### src/rtl/voice_allocator_if.sv
`default_nettype none
// ============================================================================
// Module   : voice_allocator_if
// Brief    : Note-event handshake, ADSR update and voice lookup bundle.
// Revision : 1.0
// ============================================================================
interface voice_allocator_if;
    logic       i_note_valid;
    logic       i_note_on;
    logic [6:0] i_note_num;
    logic       o_note_ready;

    logic [1:0] i_pipeline_state;
    logic       o_upd_flag;
    logic       o_upd_note_status;
    logic [7:0] o_upd_voice_index;

    logic [7:0] i_lookup_voice;
    logic [6:0] o_lookup_note;
    logic       o_lookup_active;

    modport master (
        output i_note_valid, i_note_on, i_note_num, i_pipeline_state, i_lookup_voice,
        input  o_note_ready, o_upd_flag, o_upd_note_status, o_upd_voice_index,
               o_lookup_note, o_lookup_active
    );

    modport slave (
        input  i_note_valid, i_note_on, i_note_num, i_pipeline_state, i_lookup_voice,
        output o_note_ready, o_upd_flag, o_upd_note_status, o_upd_voice_index,
               o_lookup_note, o_lookup_active
    );
endinterface
`default_nettype wire

### src/rtl/voice_allocator.sv
`default_nettype none
// ============================================================================
// Module   : voice_allocator
// Brief    : Maps note events onto voice slots and paces ADSR keystate updates.
// Revision : 1.0
// ============================================================================
module voice_allocator #(
    parameter int NUM_VOICES = 8,
    parameter int AGE_W      = 8
) (
    input  wire logic         i_clk,
    input  wire logic         i_reset_n,
    voice_allocator_if.slave  bus
);

    localparam int              IDX_W          = (NUM_VOICES > 1) ? $clog2(NUM_VOICES) : 1;
    localparam logic [IDX_W-1:0] c_LAST_IDX    = IDX_W'(NUM_VOICES - 1);
    localparam logic [8:0]      c_NUM_VOICES_9 = 9'(NUM_VOICES);
    localparam logic [1:0]      c_PIPE_CLEAR   = 2'd2;

    typedef enum logic [1:0] {
        S_IDLE  = 2'd0,
        S_SCAN  = 2'd1,
        S_ISSUE = 2'd2,
        S_DRAIN = 2'd3
    } state_t;

    state_t r_state;
    state_t w_next_state;

    logic             r_active [NUM_VOICES];
    logic [6:0]       r_note   [NUM_VOICES];
    logic [AGE_W-1:0] r_age    [NUM_VOICES];

    logic             r_note_on;
    logic [6:0]       r_note_num;
    logic [IDX_W-1:0] r_scan_idx;
    logic             r_match_found;
    logic [IDX_W-1:0] r_match_idx;
    logic             r_free_found;
    logic [IDX_W-1:0] r_free_idx;
    logic [IDX_W-1:0] r_oldest_idx;
    logic [AGE_W-1:0] r_oldest_age;
    logic             r_hold_status;
    logic [7:0]       r_hold_index;

    logic             w_ready;
    logic             w_flag;
    logic             w_hit;
    logic             w_match_any;
    logic             w_pulse;
    logic [IDX_W-1:0] w_target;
    logic             w_lookup_in_range;
    logic [IDX_W-1:0] w_lookup_idx;

    assign w_hit       = r_active[r_scan_idx] && (r_note[r_scan_idx] == r_note_num);
    assign w_match_any = r_match_found || w_hit;
    assign w_pulse     = r_note_on || r_match_found;
    assign w_target    = r_match_found ? r_match_idx :
                         r_free_found  ? r_free_idx  : r_oldest_idx;

    always_ff @(posedge i_clk or negedge i_reset_n) begin
        if (!i_reset_n) begin
            r_state <= S_IDLE;
        end else begin
            r_state <= w_next_state;
        end
    end

    always_comb begin
        w_next_state = r_state;
        w_ready      = 1'b0;
        w_flag       = 1'b0;
        case (r_state)
            S_IDLE: begin
                w_ready = 1'b1;
                if (bus.i_note_valid) begin
                    w_next_state = S_SCAN;
                end
            end
            S_SCAN: begin
                // A note-off that matched nothing has no work to issue.
                if (r_scan_idx == c_LAST_IDX) begin
                    w_next_state = (!r_note_on && !w_match_any) ? S_IDLE : S_ISSUE;
                end
            end
            S_ISSUE: begin
                w_flag       = w_pulse;
                w_next_state = w_pulse ? S_DRAIN : S_IDLE;
            end
            S_DRAIN: begin
                if (bus.i_pipeline_state == c_PIPE_CLEAR) begin
                    w_next_state = S_IDLE;
                end
            end
            default: begin
                w_next_state = S_IDLE;
            end
        endcase
    end

    always_ff @(posedge i_clk or negedge i_reset_n) begin
        if (!i_reset_n) begin
            for (int v = 0; v < NUM_VOICES; v++) begin
                r_active[v] <= 1'b0;
                r_note[v]   <= 7'd0;
                r_age[v]    <= '0;
            end
            r_note_on     <= 1'b0;
            r_note_num    <= 7'd0;
            r_scan_idx    <= '0;
            r_match_found <= 1'b0;
            r_match_idx   <= '0;
            r_free_found  <= 1'b0;
            r_free_idx    <= '0;
            r_oldest_idx  <= '0;
            r_oldest_age  <= '0;
            r_hold_status <= 1'b0;
            r_hold_index  <= 8'd0;
        end else begin
            case (r_state)
                S_IDLE: begin
                    if (bus.i_note_valid) begin
                        r_note_on     <= bus.i_note_on;
                        r_note_num    <= bus.i_note_num;
                        r_scan_idx    <= '0;
                        r_match_found <= 1'b0;
                        r_match_idx   <= '0;
                        r_free_found  <= 1'b0;
                        r_free_idx    <= '0;
                        r_oldest_idx  <= '0;
                        r_oldest_age  <= '0;
                    end
                end
                S_SCAN: begin
                    if (w_hit && !r_match_found) begin
                        r_match_found <= 1'b1;
                        r_match_idx   <= r_scan_idx;
                    end
                    if (!r_active[r_scan_idx] && !r_free_found) begin
                        r_free_found <= 1'b1;
                        r_free_idx   <= r_scan_idx;
                    end
                    // Strictly greater keeps ties on the lowest index.
                    if (r_age[r_scan_idx] > r_oldest_age) begin
                        r_oldest_idx <= r_scan_idx;
                        r_oldest_age <= r_age[r_scan_idx];
                    end
                    if (r_scan_idx != c_LAST_IDX) begin
                        r_scan_idx <= r_scan_idx + 1'b1;
                    end
                end
                S_ISSUE: begin
                    if (r_note_on) begin
                        for (int v = 0; v < NUM_VOICES; v++) begin
                            if (w_target == IDX_W'(v)) begin
                                r_active[v] <= 1'b1;
                                r_note[v]   <= r_note_num;
                                r_age[v]    <= '0;
                            end else if (r_age[v] != '1) begin
                                r_age[v] <= r_age[v] + 1'b1;
                            end
                        end
                        r_hold_status <= 1'b1;
                        r_hold_index  <= 8'(w_target);
                    end else if (r_match_found) begin
                        r_active[r_match_idx] <= 1'b0;
                        r_hold_status         <= 1'b0;
                        r_hold_index          <= 8'(r_match_idx);
                    end
                end
                default: begin
                end
            endcase
        end
    end

    // Update fields are live during the issue cycle and hold afterwards.
    assign bus.o_note_ready      = w_ready;
    assign bus.o_upd_flag        = w_flag;
    assign bus.o_upd_note_status = w_flag ? r_note_on : r_hold_status;
    assign bus.o_upd_voice_index = w_flag ? 8'(w_target) : r_hold_index;

    assign w_lookup_in_range   = ({1'b0, bus.i_lookup_voice} < c_NUM_VOICES_9);
    assign w_lookup_idx        = bus.i_lookup_voice[IDX_W-1:0];
    assign bus.o_lookup_active = w_lookup_in_range && r_active[w_lookup_idx];
    assign bus.o_lookup_note   = w_lookup_in_range ? r_note[w_lookup_idx] : 7'd0;

endmodule
`default_nettype wire

### src/flat_wrapper.sv
// flat-port wrapper written by rule: the top's interface ports become plain ports
module voice_allocator_flat 
#(
    parameter int NUM_VOICES = 8,
    parameter int AGE_W      = 8
)
  (i_clk, i_reset_n, bus_i_note_valid, bus_i_note_on, bus_i_note_num, bus_i_pipeline_state, bus_i_lookup_voice, bus_o_note_ready, bus_o_upd_flag, bus_o_upd_note_status, bus_o_upd_voice_index, bus_o_lookup_note, bus_o_lookup_active);
  voice_allocator_if bus_i ();
  input  wire logic i_clk;
  input  wire logic i_reset_n;
  input wire logic [$bits(bus_i.i_note_valid)-1:0] bus_i_note_valid;
  input wire logic [$bits(bus_i.i_note_on)-1:0] bus_i_note_on;
  input wire logic [$bits(bus_i.i_note_num)-1:0] bus_i_note_num;
  input wire logic [$bits(bus_i.i_pipeline_state)-1:0] bus_i_pipeline_state;
  input wire logic [$bits(bus_i.i_lookup_voice)-1:0] bus_i_lookup_voice;
  output wire logic [$bits(bus_i.o_note_ready)-1:0] bus_o_note_ready;
  output wire logic [$bits(bus_i.o_upd_flag)-1:0] bus_o_upd_flag;
  output wire logic [$bits(bus_i.o_upd_note_status)-1:0] bus_o_upd_note_status;
  output wire logic [$bits(bus_i.o_upd_voice_index)-1:0] bus_o_upd_voice_index;
  output wire logic [$bits(bus_i.o_lookup_note)-1:0] bus_o_lookup_note;
  output wire logic [$bits(bus_i.o_lookup_active)-1:0] bus_o_lookup_active;
  assign bus_i.i_note_valid = bus_i_note_valid;
  assign bus_i.i_note_on = bus_i_note_on;
  assign bus_i.i_note_num = bus_i_note_num;
  assign bus_i.i_pipeline_state = bus_i_pipeline_state;
  assign bus_i.i_lookup_voice = bus_i_lookup_voice;
  assign bus_o_note_ready = bus_i.o_note_ready;
  assign bus_o_upd_flag = bus_i.o_upd_flag;
  assign bus_o_upd_note_status = bus_i.o_upd_note_status;
  assign bus_o_upd_voice_index = bus_i.o_upd_voice_index;
  assign bus_o_lookup_note = bus_i.o_lookup_note;
  assign bus_o_lookup_active = bus_i.o_lookup_active;
  voice_allocator #(.NUM_VOICES(NUM_VOICES), .AGE_W(AGE_W)) u_core (.i_clk(i_clk), .i_reset_n(i_reset_n), .bus(bus_i));
endmodule
### config.mk
export PLATFORM = sky130hd
export DESIGN_NAME = voice_allocator_flat
export DESIGN_NICKNAME = d
export VERILOG_FILES = /design/src/rtl/voice_allocator_if.sv /design/src/rtl/voice_allocator.sv /design/src/flat_wrapper.sv
export SDC_FILE = /design/constraint.sdc
export NUM_CORES = 1
export LEC_CHECK = 0
export CORE_MARGIN = 2
export CORE_UTILIZATION = 45
export CTS_BUF_LIST = sky130_fd_sc_hd__clkbuf_8
export CTS_CLUSTER_SIZE = 14
export DETAILED_ROUTE_END_ITERATION = 6
export PLACE_DENSITY = 0.66
export SLEW_MARGIN = 20
export SYNTH_ARGS = -nofsm -noshare
export SYNTH_HDL_FRONTEND = slang
export SYNTH_SLANG_ARGS = --single-unit
### constraint.sdc
create_clock -name i_clk -period 5.3 [get_ports i_clk]
set_clock_uncertainty 0.1 [all_clocks]
set_input_delay 1.06 -clock i_clk [delete_from_list [all_inputs] [get_ports i_clk]]
set_output_delay 1.06 -clock i_clk [all_outputs]
set_load 0.05 [all_outputs]
## Word level (Yosys, flattened, before mapping)

Index checks and enable logic that the tools add are counted.

| word-level totals | value |
|---|---|
| bits in registers | 169 |
| latch bits | 0 |
| memory bits (writable) | 0 |
| ROM bits | 0 |
| input bits | 21 |
| output and inout bits | 19 |
| logic and storage cells | 226 |
| memories kept | 0 |

| cells by class | value |
|---|---|
| add/sub/neg operators | 9 |
| multiply operators | 0 |
| divide/modulo/power cells | 0 |
| order comparisons | 6 |
| eq/ne operators | 37 |
| shift-type cells | 0 |
| multiplexer cells | 77 |
| bitwise operators | 5 |
| reductions and logical operators | 56 |

Operator list:

| operator | count |
|---|---|
| $mux 8 | 25 |
| $reduce_and 3->1 | 29 |
| $add 8x1->8 const B | 8 |
| $ne 8x8->1 const B | 8 |
| $bmux 7 s3 | 2 |
| $mux 7 | 5 |
| $bmux 8 s3 | 1 |
| $pmux 3 s2 | 4 |
| $mux 1 | 21 |
| $mux 3 | 7 |
| $reduce_bool 2->1 | 10 |
| $ne 2x2->1 const B | 9 |
| $pmux 8 s2 | 1 |
| $eq 3x3->1 const B | 5 |
| $ge 4x4->1 const B | 3 |
| $ne 2x1->1 const B | 6 |
| $not 3->4 | 3 |
| $mux 2 | 5 |
| $and 8x8->8 | 1 |
| $gt 8x8->1 | 1 |
| $lt 8x4->1 const B | 1 |
| $not 8->8 | 1 |
| $pmux 2 s4 | 1 |
| $eq 7x7->1 | 1 |
| other kinds (16) | 32 |

## Logic depth before layout (Yosys ltp)

Gate-level depths: netlist of run 1.

| depth | value |
|---|---|
| depth after elaboration | 12 |
| mapped depth | 15 |
| mapped depth without buffers | 10 |

## Least setup slack after synthesis of run 1

OpenSTA, ideal clock, no wires.

| timing | value |
|---|---|
| kind | input -> output |
| start | input port bus_i_lookup_voice[0] |
| end | output port bus_o_lookup_note[4] |
| data arrival time | 3.031 ns |
| data required time | 4.140 ns |
| setup slack | 1.109 ns |
| stages on the path | 5 |
| buffers on the path | 2 |
| cells stage by stage | clkbuf_1 -> buf_1 -> mux4_2 -> mux2i_1 -> nor2_1 |

| on the way | value |
|---|---|
| word-level cells in the longest chain between the ends | 5 |
| elaborated cells between the ends (all ways) | 6 |
| classes of those cells | order compare: 1; mux: 4; bitwise: 1 |

Ends and longest elaborated chain:

| element | RTL line | text |
|---|---|---|
| start: declaration | flat_wrapper.sv:15 | `input wire logic [$bits(bus_i.i_lookup_voice)-1:0] bus_i_lookup_voice;` |
| $not 3->4 (implied by the code) | voice_allocator.sv:187 | `assign bus.o_lookup_note = w_lookup_in_range ? r_note[w_lookup_idx] : 7'd0;` |
| $bmux 7 s3 | voice_allocator.sv:187 |  |
| $mux 7 (implied by the code) (2 in a row) | voice_allocator.sv:187 |  |
| $mux 7 (*) | voice_allocator.sv:187 |  |
| end: declaration | flat_wrapper.sv:20 | `output wire logic [$bits(bus_i.o_lookup_note)-1:0] bus_o_lookup_note;` |

Mark *: on every way between the ends. The rest lies on a longest branch, timed or not. The select of a mux whose other input is x is not followed.

## Worst setup path after layout of run 1

| timing | value |
|---|---|
| start | input port bus_i_lookup_voice[0] |
| end | output port bus_o_lookup_note[0] |

Same word-level chain as after synthesis.

==> results.toml, run 1 <==
[synthesis]
synth_cell_types = 56
synth_area_leaders = "dfrtp_1, mux4_2, mux2_2"
syn_area_per_cell_um2 = 11.1
ys_ff_latch = 164
async_flop_share = 1.00
synth-edff-count = 0
synth_top_cell_by_area = "dfrtp_1"
seq_area_frac_synth = 0.453
synth_area_mm2 = 0.00905
synth_top_area_share = 0.453
synth.most_common_cell = "dfrtp_1"
synthCells = 817
ys.flop_type = "dfrtp_1"
yosysWarnings = 0
synth_common_cells = "dfrtp_1, nand2_1, nor2_1"

[hold_path]
hold_path.class = "reg -> reg"
min-delay-start = "u_core.r_hold_index[0]$_DFFE_PN0P_"

[clock_network]
cts_max_level = 4
tritoncts = "built"
post_cts_resized = 0
clk_pin_slew_ns = 0.08
cts.sinks = 164
insertion_delay_ns = 0.46
cts_made_buffers = 17
clockBufferDepth = 2
cts.root.buffer_cell = "clkbuf_8"
hold_buffers = 0
cts_setup_buffers = 0

[layout]
regArea_mm2 = 0.00411
multi_input_comb_area_mm2 = 0.00467
layout.cells.non_filler = 1122
fin_area_mm2 = 0.00998
drive_gt1_frac = 0.193
fin_util = 0.509
nets = 883
syn_to_final_growth_pct = 10.3
antenna_cells = 0
fillers = 1767

[floorplan]
ios = 40
die_x_um = 146
initial_core_util = 0.462
coreArea_mm2 = 0.0196
num_rows = 51
die_area_mm2 = 0.0213
die_h_um = 146

[sta]
finalSetupViolCount = 0
clock.fmax_mhz = 217
worst_pin_slew_ns = 0.976
post-route-period-util = 0.868
relSlewSlack = 0.348
finalHoldViolCount = 0
drv_slew = 0
finalSetupTns_ns = 0
rsz0062_at_grt = "false"
period_needed_ns = 4.60

[place]
place_area_mm2 = 0.00962
dpl.hpwl_mm = 15.0
gp_routability_congestion = 0.854
io_buffers = 34
dp.cells = 1090

[global_route]
grt_use_total = 0.206
overflow = 0
grt_max_degree = 84
antenna_found_initial = 0
grt_pass1_vias = 6245
grt_pass1_wl_mm = 34.2

[critical_path]
critPathBufInv = 3
crit_top_cell = "clkdlybuf4s50_1"
end_kind = "output pin"
worstPathCellList = "clkdlybuf4s50_1, buf_4, mux4_2, mux2i_1, nor2_1, clkdlybuf4s50_1"
crit_arrival_ns = 3.44
slowest_stage = "clkdlybuf4s50_1"
crit_path_start_kind = "input pin"
crit_type = "in -> out"
critical-path-top-delay-family = "buffers and inverters"
required_ns = 4.14
rr_startpoint = "u_core.r_scan_idx[2]$_DFFE_PN0P_"
slowest_delay_ns = 0.70
crit_start = "bus_i_lookup_voice[0]"
critical_path.max_fanout = 16

[flow_run]
drv_cap = 0

[pwr]
p_total_w = 0.00397
swShare = 0.386
seq_power_share = 0.450
vdd_drop_max_uv = 248
power_frac_comb = 0.332
intPower_w = 0.00243
p_sw_w = 0.00153
p_leak_nw = 4.59
powerDensity_mw_per_mm2 = 397
p_clk_frac = 0.218

[detailed_routing]
firstDrtPassIters = 5
drc = 0
vias = 6403
drt_iter0_drc = 446
wl_mm = 21.4
via_per_inst = 5.71
wl_per_cell_um = 19.1
ant_nets = 0

[run_status]
outcome = "complete, no violations"
logic make-up (layout without fill, tap and decap cells):
family                     count (synthesis)  count (layout)  share of synthesized area
DFF                                      164             164                      0.453
AOI/OAI and AO/OA                         98              98                     0.0718
muxes                                    145             145                      0.230
adders and majority gates                 18              18                     0.0249
other                                      1               5                   0.000414
buffers and inverters                     60              96                     0.0325
and+or+nand+nor                          287             287                      0.144
xor gates and xnor gates                  44              44                     0.0426
sequential cells by signal (all words and copies together), names as in the netlist, 2 cells and up:
register,flops
u_core.r_age,64
u_core.r_note,56
u_core.r_active,8
u_core.r_oldest_age,8
u_core.r_note_num,7
u_core.r_free_idx,3
u_core.r_hold_index,3
u_core.r_match_idx,3
u_core.r_oldest_idx,3
u_core.r_scan_idx,3
u_core.r_state,2
power by group through the flow:
stage / logic [W] / clock network [W] / registers [W]
global placement: 0.00129 / 0 / 0.00180
finish: 0.00132 / 0.000865 / 0.00178
CTS: 0.00133 / 0.000884 / 0.00178
detailed placement: 0.00132 / 0 / 0.00180
global route: 0.00143 / 0.000935 / 0.00182
floorplan: 0.00117 / 0 / 0.00158
layout make-up:
class                   instances  share of cell area
repair buffers                 49              0.0450
clock buffers                  17              0.0234
inverters                      15             0.00564
clock inverters                15              0.0130
well taps                     265              0.0332
multi-input cells             597               0.468
flip-flops and latches        164               0.411
worst min-delay path, cell delays in order, from the launching register on:
cell and delay (ns):
dfrtp_1 0.33, nand2_1 0.05, o21ai_0 0.06
cells in the final DEF, fill, tap and decap left out, types with 3 or more instances in the layout:
cell type,count
a211o_1,5
a21o_1,7
a21oi_1,19
a221oi_1,3
a22o_1,3
a32o_1,6
and3_1,10
and4_1,3
buf_4,17
clkbuf_8,17
clkdlybuf4s50_1,31
clkinvlp_4,4
conb_1,5
dfrtp_1,163
ha_1,18
inv_1,16
inv_6,4
mux2_2,66
mux2i_1,35
mux4_2,40
nand2_1,123
nand2b_1,6
nand3_1,14
nand4_1,19
nor2_1,78
nor2_2,3
nor2b_1,6
nor3_1,4
o2111ai_1,4
o21a_1,4
o21ai_0,29
o22ai_1,3
o41ai_1,3
or3_1,12
xnor2_1,7
xor2_1,37
worst paths after layout:
kind / end / slack (ns) / cells past startpoint
min in group asynchronous: u_core.r_note_num[5]$_DFFE_PN0P_ / 0.53 / 1
setup reg to reg: u_core.r_oldest_age[1]$_DFFE_PN0P_ / 1.70 / 11
max in group asynchronous: u_core.r_hold_index[1]$_DFFE_PN0P_ / 3.51 / 2
hold reg to reg: u_core.r_hold_index[0]$_DFFE_PN0P_ / 0.38 / 2
setup / recovery: bus_o_lookup_note[0] / 0.70 / 6
hold / removal: u_core.r_hold_index[0]$_DFFE_PN0P_ / 0.38 / 2
metal layers:
metal,part of all wire,global-route usage,up-vias
li1,-,-,2979
met1,0.48,0.293,3255
met2,0.47,0.322,151
met3,0.041,0.0414,18
met4,0.015,0.0564,0
met5,0,0,-
stage by stage:
step / worst slack [ns] / hold slack (ns)
after floorplan: 1.11 / 0.339
after global placement: 0.701 / 0.352
after detailed placement: 0.690 / 0.360
after CTS: 0.683 / 0.379
after global routing: 0.610 / 0.407
final: 0.702 / 0.378
Power figures use the tool's default switching activity.
==> run 2: changes to the inputs <==
==> constraint.sdc (replaced) <==
create_clock -name i_clk -period 4.46 [get_ports i_clk]
set_clock_uncertainty 0.1 [all_clocks]
set_input_delay 0.892 -clock i_clk [delete_from_list [all_inputs] [get_ports i_clk]]
set_output_delay 0.892 -clock i_clk [all_outputs]
set_load 0.05 [all_outputs]
==> run 2 against run 1 <==
  * Sequential power is 19% higher
  * Wire length increased by 2.1%
  * Final cell count rose by 0.27%
  * Largest power group unchanged
  * Final area is 0.25% higher
  * Register-to-register slack got worse by 0.89 ns
  * Critical endpoint is now bus_o_upd_voice_index[1]
==> results.toml, run 2 (same netlist as run 1, synthesis figures left out) <==
[clock_network]
cts.root.buffer_cell = "clkbuf_8"
insertion_delay_ns = 0.48
cts_max_level = 4
cts_setup_buffers = 0
cts_made_buffers = 17
clk_pin_slew_ns = 0.09
hold_buffers = 0
tritoncts = "built"
post_cts_resized = 0
clockBufferDepth = 2
cts.sinks = 164

[layout]
top_regs = "u_core.r_age: 64 flops, u_core.r_note: 56 flops"
fin_area_mm2 = 0.0100
final_common_cell = "dfrtp_1"
syn_to_final_growth_pct = 10.6
largest_reg_flops = 64
antenna_cells = 0
nets = 887
fillers = 1715
fin_util = 0.511
drive_gt1_frac = 0.203
regMostFlops = "u_core.r_age"
layout_common_cells = "dfrtp_1, nand2_1, nor2_1"

[detailed_routing]
via_per_inst = 5.85
drt_iter0_drc = 473
firstDrtPassIters = 5
ant_nets = 0
wl_per_cell_um = 19.4
wl_mm = 21.9
vias = 6577
drc = 0

[pwr]
power_frac_comb = 0.330
p_clk_frac = 0.224
powerDensity_mw_per_mm2 = 475
seq_power_share = 0.446
swShare = 0.388
p_leak_nw = 4.62
p_sw_w = 0.00184
vdd_drop_max_uv = 238
intPower_w = 0.00290

[sta]
drv_slew = 0
whs_ns = 0.375
clock.fmax_mhz = 252
relSlewSlack = 0.369
worst_pin_slew_ns = 0.945
setup_ws_ns = 0.491
period_needed_ns = 3.97
finalSetupViolCount = 0
post-route-period-util = 0.890
rsz0062_at_grt = "false"
finalSetupTns_ns = 0
finalHoldViolCount = 0

[global_route]
grt_pass1_wl_mm = 35.5
overflow = 0
grt_pass1_vias = 6372
antenna_found_initial = 0
grt_use_total = 0.214
grt_max_degree = 90

[floorplan]
ios = 40
coreArea_mm2 = 0.0196
die_area_mm2 = 0.0213
die_x_um = 146
initial_core_util = 0.462
num_rows = 51
die_h_um = 146

[critical_path]
crit_type = "reg -> out"
end_kind = "output pin"
critical_path.max_fanout = 8
crit_arrival_ns = 2.98
crit_path_start_kind = "flop"
required_ns = 3.47

[place]
gp_routability_congestion = 0.873
io_buffers = 34
place_area_mm2 = 0.00963
dpl.hpwl_mm = 15.3
pre_cts_ws_ns = 0.674

[run_status]
outcome = "complete, no violations"

[flow_run]
drv_cap = 0

[hold_path]
hold_path.class = "in -> async"
==> run 2: cell count changes in the layout (fill, tap and decap cells not counted) <==
| cell | previous run | this run |
|---|---|---|
| buf_4 | 17 | 27 |
| clkdlybuf4s50_1 | 31 | 25 |
| clkinv_2 | 2 | 0 |
| inv_1 | 16 | 14 |
| inv_6 | 4 | 6 |
| clkinv_4 | 2 | 3 |
| clkinvlp_4 | 4 | 3 |
| inv_8 | 0 | 1 |
| nor2_1 | 78 | 79 |
| nor2_2 | 3 | 2 |
==> run 2: path summary, 6_finish.rpt <==
path                                                       start                                  to  slack, ns  depth (start not counted)
worst max register to register  u_core.r_scan_idx[0]$_DFFE_PN0P_  u_core.r_oldest_age[2]$_DFFE_PN0P_       0.81                         11
worst min register to register  u_core.r_free_idx[2]$_DFFE_PN0P_    u_core.r_free_idx[2]$_DFFE_PN0P_       0.38                          2
worst min-delay path                                   i_reset_n        u_core.r_age[35]$_DFFE_PN0P_       0.37                          1
min in group i_clk              u_core.r_free_idx[2]$_DFFE_PN0P_    u_core.r_free_idx[2]$_DFFE_PN0P_       0.38                          2
max in group asynchronous                              i_reset_n  u_core.r_oldest_age[0]$_DFFE_PN0P_       2.98                          2
worst max-delay path               u_core.r_state[0]$_DFFE_PN0P_            bus_o_upd_voice_index[1]       0.49                          6
==> run 2: critical path, cell delays in order, from the launching register on <==
cell and delay [ns]:
dfrtp_1 0.48, and2b_1 0.26, and2_0 0.32, a21oi_1 0.19, nor2_1 0.07, a311oi_1 0.34
clkdlybuf4s50_1 0.86
==> run 2: metal layers <==
layer  track usage  vias to the layer above  wire length [um]
li1              -                     2990                 -
met1         0.307                     3329             10100
met5             0                        -                 0
met4        0.0936                        0               731
met3        0.0395                       43              1190
met2         0.320                      215              9850
==> run 2: stage by stage <==
stage | power, W | cells
4_1_cts | 0.00476 | 1125
3_3_place_gp | 0.00367 | 1094
3_5_place_dp | 0.00370 | 1094
5_1_grt | 0.00503 | 1125
6_report | 0.00475 | 1125
2_1_floorplan | 0.00327 | 821
==> run 2: area by class of cell <==
type	instances	area, um2	area share
clock buffers	17	234	0.0234
flip-flops and latches	164	4110	0.410
inverters	15	56.3	0.00563
repair buffers	53	464	0.0464
well taps	265	332	0.0331
multi-input cells	597	4670	0.467
clock inverters	14	143	0.0143
==> run 2: power groups by stage <==
| stage | clock (W) | combinational [W] | sequential [W] |
|---|---|---|---|
| detailed placement | 0 | 0.00156 | 0.00214 |
| floorplan | 0 | 0.00139 | 0.00188 |
| global route | 0.00116 | 0.00171 | 0.00216 |
| CTS | 0.00109 | 0.00157 | 0.00211 |
| finish | 0.00107 | 0.00157 | 0.00212 |
| global placement | 0 | 0.00154 | 0.00213 |
==> run 3: changes to the inputs <==
==> constraint.sdc (replaced) <==
create_clock -name i_clk -period 4.4 [get_ports i_clk]
set_clock_uncertainty 0.1 [all_clocks]
set_input_delay 0.88 -clock i_clk [delete_from_list [all_inputs] [get_ports i_clk]]
set_output_delay 0.88 -clock i_clk [all_outputs]
set_load 0.05 [all_outputs]
==> run 3 against run 2 <==
  * Total power is 3.8% higher
  * Setup slack worse by 0.029 ns
  * Count of clock-buffer cells in the layout increased by 2
  * Wire length decreased by 1.1%
  * Critical path depth stayed put
  * Via count shrank 2.6%
==> results.toml, run 3 (same netlist as run 1, synthesis figures left out) <==
[run_status]
outcome = "complete, no violations"

[critical_path]
crit_path_start_kind = "flop"
reg2reg_to = "u_core.r_oldest_age[1]$_DFFE_PN0P_"
rr_startpoint = "u_core.r_scan_idx[0]$_DFFE_PN0P_"
required_ns = 3.42
end_kind = "output pin"
regToRegSetupSlack_ns = 0.66
critical_path.max_fanout = 8
crit_arrival_ns = 2.96
r2r_cells = 11
crit_type = "reg -> out"

[sta]
post-route-period-util = 0.895
period_needed_ns = 3.94
finalSetupViolCount = 0
clock.fmax_mhz = 254
worst_pin_slew_ns = 1.04
relSlewSlack = 0.304
finalHoldViolCount = 0
finalSetupTns_ns = 0
rsz0062_at_grt = "false"
whs_ns = 0.334
drv_slew = 0

[layout]
nets = 888
top_regs = "u_core.r_age: 64 flops, u_core.r_note: 56 flops"
regMostFlops = "u_core.r_age"
drive_gt1_frac = 0.204
final_common_cell = "dfrtp_1"
layout.cells.non_filler = 1127
layout_common_cells = "dfrtp_1, nand2_1, nor2_1"
largest_reg_flops = 64
antenna_cells = 0
syn_to_final_growth_pct = 11.1

[clock_network]
post_cts_resized = 0
clk_pin_slew_ns = 0.09
cts_max_level = 4
cts_made_buffers = 17
tritoncts = "built"
hold_buffers = 0
clockBufferDepth = 2
cts_setup_buffers = 0
insertion_delay_ns = 0.47
cts.root.buffer_cell = "clkbuf_8"
cts.sinks = 164

[floorplan]
die_x_um = 146
initial_core_util = 0.462
ios = 40
coreArea_mm2 = 0.0196
die_area_mm2 = 0.0213
die_h_um = 146
num_rows = 51

[pwr]
vdd_drop_max_uv = 294
p_total_w = 0.00493
p_sw_w = 0.00184
p_leak_nw = 4.65
intPower_w = 0.00309
power_frac_comb = 0.329
swShare = 0.373
p_clk_frac = 0.236
powerDensity_mw_per_mm2 = 490
seq_power_share = 0.435

[detailed_routing]
firstDrtPassIters = 6
drc = 0
vias = 6403
wl_per_cell_um = 19.2
drt_iter0_drc = 519
ant_nets = 0
wl_mm = 21.6
via_per_inst = 5.68

[global_route]
grt_max_degree = 78
grt_pass1_wl_mm = 34.5
grt_use_total = 0.209
grt_pass1_vias = 6348
overflow = 0
antenna_found_initial = 0

[hold_path]
hold_path.class = "in -> async"

[place]
io_buffers = 34
dpl.hpwl_mm = 15.2
dp.cells = 1095
gp_routability_congestion = 0.869

[flow_run]
drv_cap = 0
[run 3: cell count changes in the layout (fill, tap and decap cells not counted), moves of 2 or more]
cell       delta
clkbuf_8      +2
clkinv_2      +2
inv_6         -4
inv_1         +2
bufinv_16     +2
clkinv_4      -2
[run 3: through the flow]
stage                     instance area, um2   util  setup slack, ns
final                                  10100  0.513            0.462
after global routing                   10100  0.513            0.284
after CTS                              10100  0.513            0.480
after detailed placement                9640  0.492            0.665
after global placement                  9640  0.492            0.666
after floorplan                         9060      -            0.473
[run 3: how the worst max path moves through the flow]
| stage | from | end | slack, ns | cells after the start |
|---|---|---|---|---|
| floorplan | u_core.r_scan_idx[0]$_DFFE_PN0P_ | u_core.r_oldest_age[0]$_DFFE_PN0P_ | 0.47 | 15 |
| global placement | bus_i_lookup_voice[0] | bus_o_lookup_active | 0.67 | 6 |
| detailed placement | u_core.r_scan_idx[0]$_DFFE_PN0P_ | u_core.r_oldest_age[1]$_DFFE_PN0P_ | 0.66 | 11 |
| CTS | u_core.r_state[0]$_DFFE_PN0P_ | bus_o_upd_voice_index[1] | 0.48 | 6 |
| global route | u_core.r_state[0]$_DFFE_PN0P_ | bus_o_upd_voice_index[1] | 0.28 | 6 |
| finish | u_core.r_state[0]$_DFFE_PN0P_ | bus_o_upd_voice_index[1] | 0.46 | 6 |
[run 3: routing by layer]
metal	track usage	wire (um)	vias to the layer above
met5	0	0	-
met1	0.297	10300	3190
met2	0.313	9620	191
met3	0.0398	987	37
met4	0.0922	682	0
li1	-	-	2985
[run 3: critical path, stage by stage (launching register included)]
cell	delay, ns
dfrtp_1	0.45
and2b_1	0.25
and2_0	0.28
a21oi_1	0.18
nor2_1	0.06
a311oi_1	0.38
clkdlybuf4s50_1	0.87
[run 3: power by group through the flow]
stage	sequential [W]	clock (W)	combinational, W
global route	0.00218	0.00124	0.00177
global placement	0.00215	0	0.00159
floorplan	0.00191	0	0.00141
CTS	0.00213	0.00119	0.00162
finish	0.00214	0.00116	0.00162
detailed placement	0.00216	0	0.00162
[run 3: layout make-up]
| cell class | instances | area, um2 |
|---|---|---|
| clock inverters | 13 | 156 |
| fillers | 1755 | 9530 |
| inverters | 15 | 56.3 |
| multi-input cells | 597 | 4670 |
| repair buffers | 54 | 472 |
| flip-flops and latches | 164 | 4110 |
| well taps | 265 | 332 |
| clock buffers | 19 | 262 |
